**src/rtl/uart_pkg.sv**
```systemverilog
// ---------------------------------------------------------------------------
// uart_pkg -- shared types and constants for the 32-bit word UART transmitter.
//   state_t    : transmit FSM states (PARITY only reachable with parity build)
//   DATA_BITS  : data bits per UART frame
//   FRAME_BITS : start + data (+ parity) + stop
// Optional feature macro: UART_TX_PARITY_EN (adds an even-parity bit).
// ---------------------------------------------------------------------------
package uart_pkg;

  typedef enum logic [2:0] {
    IDLE   = 3'd0,
    START  = 3'd1,
    DATA   = 3'd2,
    PARITY = 3'd3,
    STOP   = 3'd4,
    DONE   = 3'd5
  } state_t;

  localparam int DATA_BITS = 8;

`ifdef UART_TX_PARITY_EN
  localparam int FRAME_BITS = 11;
`else
  localparam int FRAME_BITS = 10;
`endif

  // States during which a bit period is on the line.
  function automatic logic is_busy(input state_t s);
    return (s == START) || (s == DATA) || (s == PARITY) || (s == STOP);
  endfunction

endpackage

```
**src/rtl/uart_tx_word32_if.sv**
```systemverilog
// ---------------------------------------------------------------------------
// uart_tx_word32_if -- request/status bundle of the word transmitter.
//   start     : transmit request (rising edge acts)
//   data      : word to send, 8*NUM_BYTES bits
//   tx_out    : serial line, idles high
//   busy      : word in flight
//   tx_done   : one-cycle completion pulse
//   baud_tick : one-cycle pulse at every bit boundary
// master = requester side, slave = transmitter side.
// ---------------------------------------------------------------------------
interface uart_tx_word32_if #(
  parameter int NUM_BYTES = 4
);
  logic                   start;
  logic [8*NUM_BYTES-1:0] data;
  logic                   tx_out;
  logic                   busy;
  logic                   tx_done;
  logic                   baud_tick;

  modport master (output start, data, input tx_out, busy, tx_done, baud_tick);
  modport slave  (input start, data, output tx_out, busy, tx_done, baud_tick);
endinterface

```
**src/rtl/uart_baud_gen.sv**
```systemverilog
// ---------------------------------------------------------------------------
// uart_baud_gen -- bit-period counter.
//   clk   : system clock
//   rst_n : synchronous reset, active low
//   run   : count enable; counter held at 0 while low
//   tick  : high in the last cycle of each bit period (count == CLKS_PER_BIT-1)
// ---------------------------------------------------------------------------
module uart_baud_gen #(
  parameter int CLKS_PER_BIT = 10417
) (
  input  logic clk,
  input  logic rst_n,
  input  logic run,
  output logic tick
);
  localparam int CW = (CLKS_PER_BIT > 2) ? $clog2(CLKS_PER_BIT) : 1;
  localparam logic [CW-1:0] LAST = CW'(CLKS_PER_BIT - 1);

  logic [CW-1:0] r_cnt;

  assign tick = run && (r_cnt == LAST);

  always_ff @(posedge clk) begin
    if (!rst_n || !run) r_cnt <= '0;
    else if (tick)      r_cnt <= '0;
    else                r_cnt <= r_cnt + 1'b1;
  end
endmodule

```
**src/rtl/uart_tx_word32.sv**
```systemverilog
// ---------------------------------------------------------------------------
// uart_tx_word32 -- sends one 8*NUM_BYTES-bit word as NUM_BYTES back-to-back
// UART frames, byte 0 (data[7:0]) first, LSB first within each byte.
//   clk   : system clock, rising edge
//   rst_n : synchronous reset, active low; drops any word in flight
//   tx_if : slave modport -- start/data in; tx_out/busy/tx_done/baud_tick out
// Optional feature macro: UART_TX_PARITY_EN -- inserts an even-parity bit
// between the data bits and the stop bit (11-bit frame).
// Line and status outputs are registered from the next-state decode so the
// pin never sees combinational glitches.
// ---------------------------------------------------------------------------
module uart_tx_word32
  import uart_pkg::*;
#(
  parameter int CLKS_PER_BIT = 10417,
  parameter int NUM_BYTES    = 4
) (
  input  logic               clk,
  input  logic               rst_n,
  uart_tx_word32_if.slave    tx_if
);
  localparam int W   = DATA_BITS * NUM_BYTES;
  localparam int BYW = (NUM_BYTES > 1) ? $clog2(NUM_BYTES) : 1;
  localparam int BIW = $clog2(DATA_BITS);
  localparam logic [BIW-1:0] LAST_BIT  = BIW'(DATA_BITS - 1);
  localparam logic [BYW-1:0] LAST_BYTE = BYW'(NUM_BYTES - 1);

  state_t         r_state, w_state_nxt;
  logic           r_start_q;
  logic [W-1:0]   r_shift, w_shift_nxt;
  logic [BIW-1:0] r_bit_idx, w_bit_idx_nxt;
  logic [BYW-1:0] r_byte_idx, w_byte_idx_nxt;
  logic           r_tx_out, r_busy, r_tx_done;
  logic           w_tx_nxt;
  logic           w_tick, w_accept;
`ifdef UART_TX_PARITY_EN
  logic           r_par, w_par_nxt;
`endif

  // r_busy mirrors is_busy(r_state), so it doubles as the baud enable.
  uart_baud_gen #(.CLKS_PER_BIT(CLKS_PER_BIT)) u_baud (
    .clk  (clk),
    .rst_n(rst_n),
    .run  (r_busy),
    .tick (w_tick)
  );

  assign w_accept = (r_state == IDLE) && tx_if.start && !r_start_q;

  assign tx_if.tx_out    = r_tx_out;
  assign tx_if.busy      = r_busy;
  assign tx_if.tx_done   = r_tx_done;
  assign tx_if.baud_tick = w_tick;

  // State register
  always_ff @(posedge clk) begin
    if (!rst_n) begin
      r_state    <= IDLE;
      r_start_q  <= 1'b0;
      r_shift    <= '0;
      r_bit_idx  <= '0;
      r_byte_idx <= '0;
      r_tx_out   <= 1'b1;
      r_busy     <= 1'b0;
      r_tx_done  <= 1'b0;
`ifdef UART_TX_PARITY_EN
      r_par      <= 1'b0;
`endif
    end else begin
      r_state    <= w_state_nxt;
      r_start_q  <= tx_if.start;
      r_shift    <= w_shift_nxt;
      r_bit_idx  <= w_bit_idx_nxt;
      r_byte_idx <= w_byte_idx_nxt;
      r_tx_out   <= w_tx_nxt;
      r_busy     <= is_busy(w_state_nxt);
      r_tx_done  <= (w_state_nxt == DONE);
`ifdef UART_TX_PARITY_EN
      r_par      <= w_par_nxt;
`endif
    end
  end

  // Next-state / datapath
  always_comb begin
    w_state_nxt    = r_state;
    w_shift_nxt    = r_shift;
    w_bit_idx_nxt  = r_bit_idx;
    w_byte_idx_nxt = r_byte_idx;
`ifdef UART_TX_PARITY_EN
    w_par_nxt      = r_par;
`endif
    unique case (r_state)
      IDLE: begin
        if (w_accept) begin
          w_state_nxt    = START;
          w_shift_nxt    = tx_if.data;
          w_bit_idx_nxt  = '0;
          w_byte_idx_nxt = '0;
        end
      end
      START: begin
        if (w_tick) begin
          w_state_nxt   = DATA;
          w_bit_idx_nxt = '0;
`ifdef UART_TX_PARITY_EN
          w_par_nxt     = 1'b0;
`endif
        end
      end
      DATA: begin
        if (w_tick) begin
          // Whole word shifts right, so after 8 bits the next byte sits in [7:0].
          w_shift_nxt = r_shift >> 1;
`ifdef UART_TX_PARITY_EN
          w_par_nxt   = r_par ^ r_shift[0];
`endif
          if (r_bit_idx == LAST_BIT) begin
            w_bit_idx_nxt = '0;
`ifdef UART_TX_PARITY_EN
            w_state_nxt   = PARITY;
`else
            w_state_nxt   = STOP;
`endif
          end else begin
            w_bit_idx_nxt = r_bit_idx + 1'b1;
          end
        end
      end
`ifdef UART_TX_PARITY_EN
      PARITY: begin
        if (w_tick) w_state_nxt = STOP;
      end
`endif
      STOP: begin
        if (w_tick) begin
          if (r_byte_idx < LAST_BYTE) begin
            w_byte_idx_nxt = r_byte_idx + 1'b1;
            w_state_nxt    = START;
          end else begin
            w_byte_idx_nxt = '0;
            w_state_nxt    = DONE;
          end
        end
      end
      DONE:    w_state_nxt = IDLE;
      default: w_state_nxt = IDLE;
    endcase
  end

  // Output decode of the state being entered; registered above.
  always_comb begin
    w_tx_nxt = 1'b1;
    case (w_state_nxt)
      START:   w_tx_nxt = 1'b0;
      DATA:    w_tx_nxt = w_shift_nxt[0];
`ifdef UART_TX_PARITY_EN
      PARITY:  w_tx_nxt = w_par_nxt;
`endif
      default: w_tx_nxt = 1'b1;
    endcase
  end

endmodule

```
**src/flat_wrapper.sv**
```systemverilog
// flat-port wrapper written by rule: the top's interface ports become plain ports
module uart_tx_word32_flat import uart_pkg::*;
#(
  parameter int CLKS_PER_BIT = 10417,
  parameter int NUM_BYTES    = 4
)
  (clk, rst_n, tx_if_start, tx_if_data, tx_if_tx_out, tx_if_busy, tx_if_tx_done, tx_if_baud_tick);
  uart_tx_word32_if #(.NUM_BYTES(NUM_BYTES)) tx_if_i ();
  input  logic clk;
  input  logic rst_n;
  input wire logic [$bits(tx_if_i.start)-1:0] tx_if_start;
  input wire logic [$bits(tx_if_i.data)-1:0] tx_if_data;
  output wire logic [$bits(tx_if_i.tx_out)-1:0] tx_if_tx_out;
  output wire logic [$bits(tx_if_i.busy)-1:0] tx_if_busy;
  output wire logic [$bits(tx_if_i.tx_done)-1:0] tx_if_tx_done;
  output wire logic [$bits(tx_if_i.baud_tick)-1:0] tx_if_baud_tick;
  assign tx_if_i.start = tx_if_start;
  assign tx_if_i.data = tx_if_data;
  assign tx_if_tx_out = tx_if_i.tx_out;
  assign tx_if_busy = tx_if_i.busy;
  assign tx_if_tx_done = tx_if_i.tx_done;
  assign tx_if_baud_tick = tx_if_i.baud_tick;
  uart_tx_word32 #(.CLKS_PER_BIT(CLKS_PER_BIT), .NUM_BYTES(NUM_BYTES)) u_core (.clk(clk), .rst_n(rst_n), .tx_if(tx_if_i));
endmodule
```
**config.mk**
```make
export PLATFORM = sky130hd
export DESIGN_NAME = uart_tx_word32_flat
export DESIGN_NICKNAME = d
export VERILOG_FILES = /design/src/rtl/uart_pkg.sv /design/src/rtl/uart_tx_word32_if.sv /design/src/rtl/uart_baud_gen.sv /design/src/rtl/uart_tx_word32.sv /design/src/flat_wrapper.sv
export SDC_FILE = /design/constraint.sdc
export NUM_CORES = 1
export LEC_CHECK = 0
export BUFFER_PORTS_ARGS = -buffer_cell sky130_fd_sc_hd__buf_2
export CAP_MARGIN = 15
export CORE_MARGIN = 2
export CORE_UTILIZATION = 60
export DETAILED_ROUTE_END_ITERATION = 8
export HOLD_SLACK_MARGIN = 0.03
export PLACE_DENSITY = 0.84
export SYNTH_ARGS = -nofsm -noshare
export SYNTH_HDL_FRONTEND = slang
export SYNTH_SLANG_ARGS = --single-unit
```
**constraint.sdc**
```tcl
create_clock -name clk -period 4.79 [get_ports clk]
set_input_delay 1.437 -clock clk [delete_from_list [all_inputs] [get_ports clk]]
set_output_delay 1.437 -clock clk [all_outputs]
set_load 0.02 [all_outputs]
```
Yosys cells after proc, flatten, opt, wreduce, memory -nomap -nowiden
Cells that the tools add are included.
Cells by class
  add/sub/neg operators: 3
  order comparisons: 1
  equality and inequality tests: 14
  multiplexer cells: 20
  reduce and logical (&&, ||, !) cells: 18
Operators with widths (number)
  $mux W32: 2
  $pmux W32 S2: 1
  $mux W3: 10
  $add A14 B1 Y14 const B: 1
  $eq A14 B14 Y1 const B: 1
  $eq A3 B3 Y1 const B: 4
  $pmux W3 S4: 1
  $eq A3 B2 Y1 const B: 3
  $pmux W3 S3: 1
  $eq A3 B1 Y1 const B: 2
  $mux W2: 3
  $ne A2 B2 Y1 const B: 3
  $reduce_and A3 Y1: 2
  $logic_or A1 B1 Y1: 4
  $pmux W2 S2: 1
  $reduce_and A4 Y1: 1
  $reduce_bool A2 Y1: 2
  $add A3 B1 Y3 const B: 1
  $logic_and A1 B1 Y1: 3
  $logic_not A1 Y1: 3
  $logic_not A3 Y1: 1
  $reduce_bool A3 Y1: 1
  $add A2 B1 Y2 const B: 1
  $lt A2 B2 Y1 const B: 1
  3 further kinds: 3
Storage, ports and cells
  register bits: 58
  bits of input ports: 35
  output and inout port bits: 4

Logic depth before layout (Yosys ltp)
  word-level depth: 9
  gate-level depth with buffers: 9

Modules after synthesis
Synthesis repeated with hierarchy kept, for this count alone.
Second synthesis, totals
  cells, all modules: 283
  area, all modules: 2542.4 µm²
Modules (own cells, without submodules)
  uart_tx_word32: instances 1, cells an instance 211, area each 1871.8 µm², seq. area each 880.8 µm²
  uart_baud_gen: instances 1, cells an instance 72, area each 670.6 µm², seq. area each 280.3 µm²

Worst setup path after synthesis
OpenSTA, ideal clock, no wires.
  path kind: reg2out
  start: register u_core.u_baud.r_cnt[0]
  end: output port tx_if_baud_tick
  arrival time: 1.345 ns
  required time: 3.353 ns
  setup slack: 2.008 ns
  cell stages (with the launch flop): 6
  path buffers: 1
  path through: dfxtp_1 > inv_1 > ha_1 > or4bb_1 > nor4_2 > buf_4
On the way
  cells in the longest elaborated chain, start to end: 2
Ends and longest elaborated chain
  start: declaration: RTL line uart_baud_gen.sv:19  | logic [CW-1:0] r_cnt;
  start signal: assignment: RTL line uart_baud_gen.sv:26  | else r_cnt <= r_cnt + 1'b1;
  $eq A14 B14 Y1: RTL line uart_baud_gen.sv:21  | assign tick = run && (r_cnt == LAST);
  $logic_and A1 B1 Y1: RTL line uart_baud_gen.sv:21
  end: declaration: RTL line flat_wrapper.sv:16  | output wire logic [$bits(tx_if_i.baud_tick)-1:0] tx_if_baud_tick;
Every way passes these cells.

Final worst setup path
Ends and elaborated chain as after synthesis.

==> results.cfg <==
[worst_setup_path]
rr_worst_depth = 8
crit_arrival_ns = 1.88
timing.rr.end = u_core.r_shift[31]
max_stage_delay_ns = 0.49
critical_path_required_ns = 3.35
reg2reg_from = u_core.u_baud.r_cnt[0]
critPathBufInv = 3
critical_path_class = flop to output pin
r2r_setup_slack_ns = 1.96
critPathTopFamily = simple AND/OR/NAND/NOR gates
critPathLaunchType = flop
critPathSlowestCell = or4bb_1
crit_chain = inv_1 > ha_1 > or4bb_1 > nor4_2 > buf_4 > buf_2
crit_path_end_kind = output pin
cp_max_fo = 11

[yosys]
netlist_area_um2 = 2510
synth_edf_count = 0
synth-seq-cells = 58
yosys.area.top_type_share_pct = 46.3
yosysUniqueCellTypes = 37
synth_area_leader_cell = dfxtp_1
syn-num-nets = 317
netlist_instances = 277
synthTopCellsByArea = dfxtp_1 46%, a22oi_1 9.0%, a21boi_0 7.5%
synth_flop_cell = dfxtp_1
seq_area_frac_synth_pct = 46.3
ys_warn_count = 0
async_flop_share_pct = 0
syn_avg_cell_area_um2 = 9.06

[cells_and_area]
fin_cells = 365
final_nets = 351
num_antenna_cells = 0
synthToLayoutAreaGrowth_pct = 14.8
layout-drive-gt1-share_pct = 19.4

[detailed_routing]
drtPass1Iterations = 4
totalWireLength_um = 4760
route.vias.total = 2024
drtAntennaViolNets = 0
routed_via_density = 5.55
drtIter0Drc = 169
drc = 0
wire_per_inst_um = 13.0

[sta]
final-setup-viol-count = 0
setup_slack_ns = 1.47
hold_violations = 0
fmax_mhz = 301
maxSlewHeadroom_pct = 22.2
finClkSkew_ns = 0.00888
report.final.slew_viol_count = 0
finalCritPeriodShare_pct = 69.3
tns_ns = 0
fin_crit_ns = 3.32
rsz0062_at_grt = no
worst_pin_slew_ns = 1.17

[clocking]
cts-root-buf = clkbuf_8
cts_buffer_depth = 2
numCtsBuffers = 9
insertion_delay_ns = 0.33
cts_setup_buffers = 0
clk_pin_slew_ns = 0.07
post_cts_resized = 0
clock-sinks = 58
cts_hold_buf = 0
cts_tree = built
cts-htree-levels = 3

[die]
start_util_pct = 62.7
std_cell_rows = 23
die_height_um = 68.7
die_area_um2 = 4720
dieWidth_um = 68.7
pin_count = 39
core_um2 = 4000

[global_routing]
antenna_found_initial = 0
grt_usage_pct = 22.0
grt_pass1_wl_um = 7640
grt_remaining_overflow = 0
grt_max_degree = 46
grt_busiest_layer = met2
use_met3_pct = 6.33
met1_usage_pct = 25.8
grt_use_met2_pct = 36.8
grt_pass1_vias = 1812

[worst_hold_path]
hp-class = flop to flop
hold_depth = 2
min_to = u_core.r_shift[8]
min_from = u_core.r_shift[8]

[place]
io_buffers = 38
place_inst = 350
dpl_worst_slack_ns = 1.81
hpwl_um = 2950
gp_congestion = 0.788

[pwr]
peakVddDrop_mv = 0.213
power.leakage_nw = 1.10
p_per_area_nw_per_um2 = 340

[run]
cap_violations = 0

[status]
status = finished, final reports clean
[report_power, final]
| group | internal (W) | switching (W) | total [W] |
|---|---|---|---|
| combinational | 0.0000377 | 0.0000417 | 0.0000795 |
| sequential | 0.000502 | 0.0000108 | 0.000513 |
| clock | 0.000210 | 0.000178 | 0.000388 |
| total | 0.000750 | 0.000231 | 0.000980 |
[final cells by class]
| type | instances | area, µm² |
|---|---|---|
| Multi-Input combinational cell | 197 | 1260 |
| Sequential cell | 58 | 1160 |
| Fill cell | 346 | 1120 |
| Timing Repair Buffer | 41 | 213 |
| Clock buffer | 12 | 155 |
| Tap cell | 50 | 62.6 |
| Clock inverter | 3 | 15.0 |
| Inverter | 4 | 15.0 |
[worst register-to-register path: cells and delay by family (launching register included)]
family                   cells  cell delay [ns]
AO/OA/AOI/OAI                1             0.22
AND/OR/NAND/NOR              4             1.76
buffers and inverters        2             0.27
flip-flops                   1             0.34
adder cells (fa/ha/maj)      1             0.13
[state kept, by name (all words and copies together), names as in the netlist]
signal	count
u_core.r_byte_idx	2
u_core.r_state	3
u_core.r_start_q	1
u_core.r_shift	32
u_core.r_bit_idx	3
u_core.tx_if.tx_done	1
u_core.u_baud.r_cnt	14
u_core.tx_if.tx_out	1
u_core.tx_if.busy	1
[per-layer routing]
layer	share of wire (%)	routed length (µm)
met1	46	2170
met2	48	2310
met3	4.5	216
met4	1.4	65
met5	0	0
[through the flow]
step,area [µm²],power (W),hold slack [ns],utilization (%)
2_1_floorplan,2510,0.000575,0.430,-
3_3_place_gp,2710,0.000601,0.442,67.8
3_5_place_dp,2710,0.000603,0.444,67.8
4_1_cts,2880,0.000989,0.456,72.0
5_1_grt,2880,0.00102,0.481,72.0
6_report,2880,0.000980,0.453,72.0
[synth_stat cells (all sizes together) (2+ instances only)]
cell type / instances
nor2b: 6
dfxtp: 58
a21boi: 32
nand3: 9
nor3: 2
or4: 2
clkbuf: 14
a21oi: 5
nand2: 38
a31oi: 2
a22oi: 30
xnor2: 8
o21ai: 3
xor2: 6
or3b: 2
nor2: 21
buf: 4
inv: 4
nand3b: 2
and3: 5
and2: 8
nor3b: 2
ha: 5
[kinds of logic after synthesis]
family	Yosys count	share of synthesized area [%]
AND/OR/NAND/NOR	102	20.2
adder cells (fa/ha/maj)	5	2.49
AO/OA/AOI/OAI	75	22.2
multiplexers	1	0.399
buffers and inverters	22	3.59
XOR/XNOR	14	4.89
flip-flops	58	46.3
[worst max path at each step]
stage	from	endpoint	slack [ns]	cells after the start
2_1_floorplan	u_core.u_baud.r_cnt[0]	tx_if_baud_tick	2.01	5
3_3_place_gp	u_core.u_baud.r_cnt[0]	tx_if_baud_tick	1.82	6
3_5_place_dp	u_core.u_baud.r_cnt[0]	tx_if_baud_tick	1.81	6
4_1_cts	u_core.u_baud.r_cnt[0]	tx_if_baud_tick	1.44	6
5_1_grt	u_core.u_baud.r_cnt[0]	tx_if_baud_tick	1.32	6
6_report	u_core.u_baud.r_cnt[0]	tx_if_baud_tick	1.47	6
[cell usage in the layout (no fill, tap or decap), types with 2 or more instances in the layout]
cell type  count
inv_1          4
nor2_1        21
xnor2_1        8
nand3_1        9
nor3b_1        2
clkinv_2       3
buf_2         38
nor2b_1        6
and2_1         8
o21ai_0        2
clkbuf_8      11
xor2_1         6
a21boi_0      25
a21boi_1       7
or4_1          2
buf_4          3
dfxtp_1       58
nand3b_1       2
a22oi_1       30
a21oi_1        3
nor3_1         2
ha_1           5
nand2_1       38
and3_1         5
a21oi_2        2
a31oi_1        2
No activity file was read; power rests on OpenSTA's default activity.
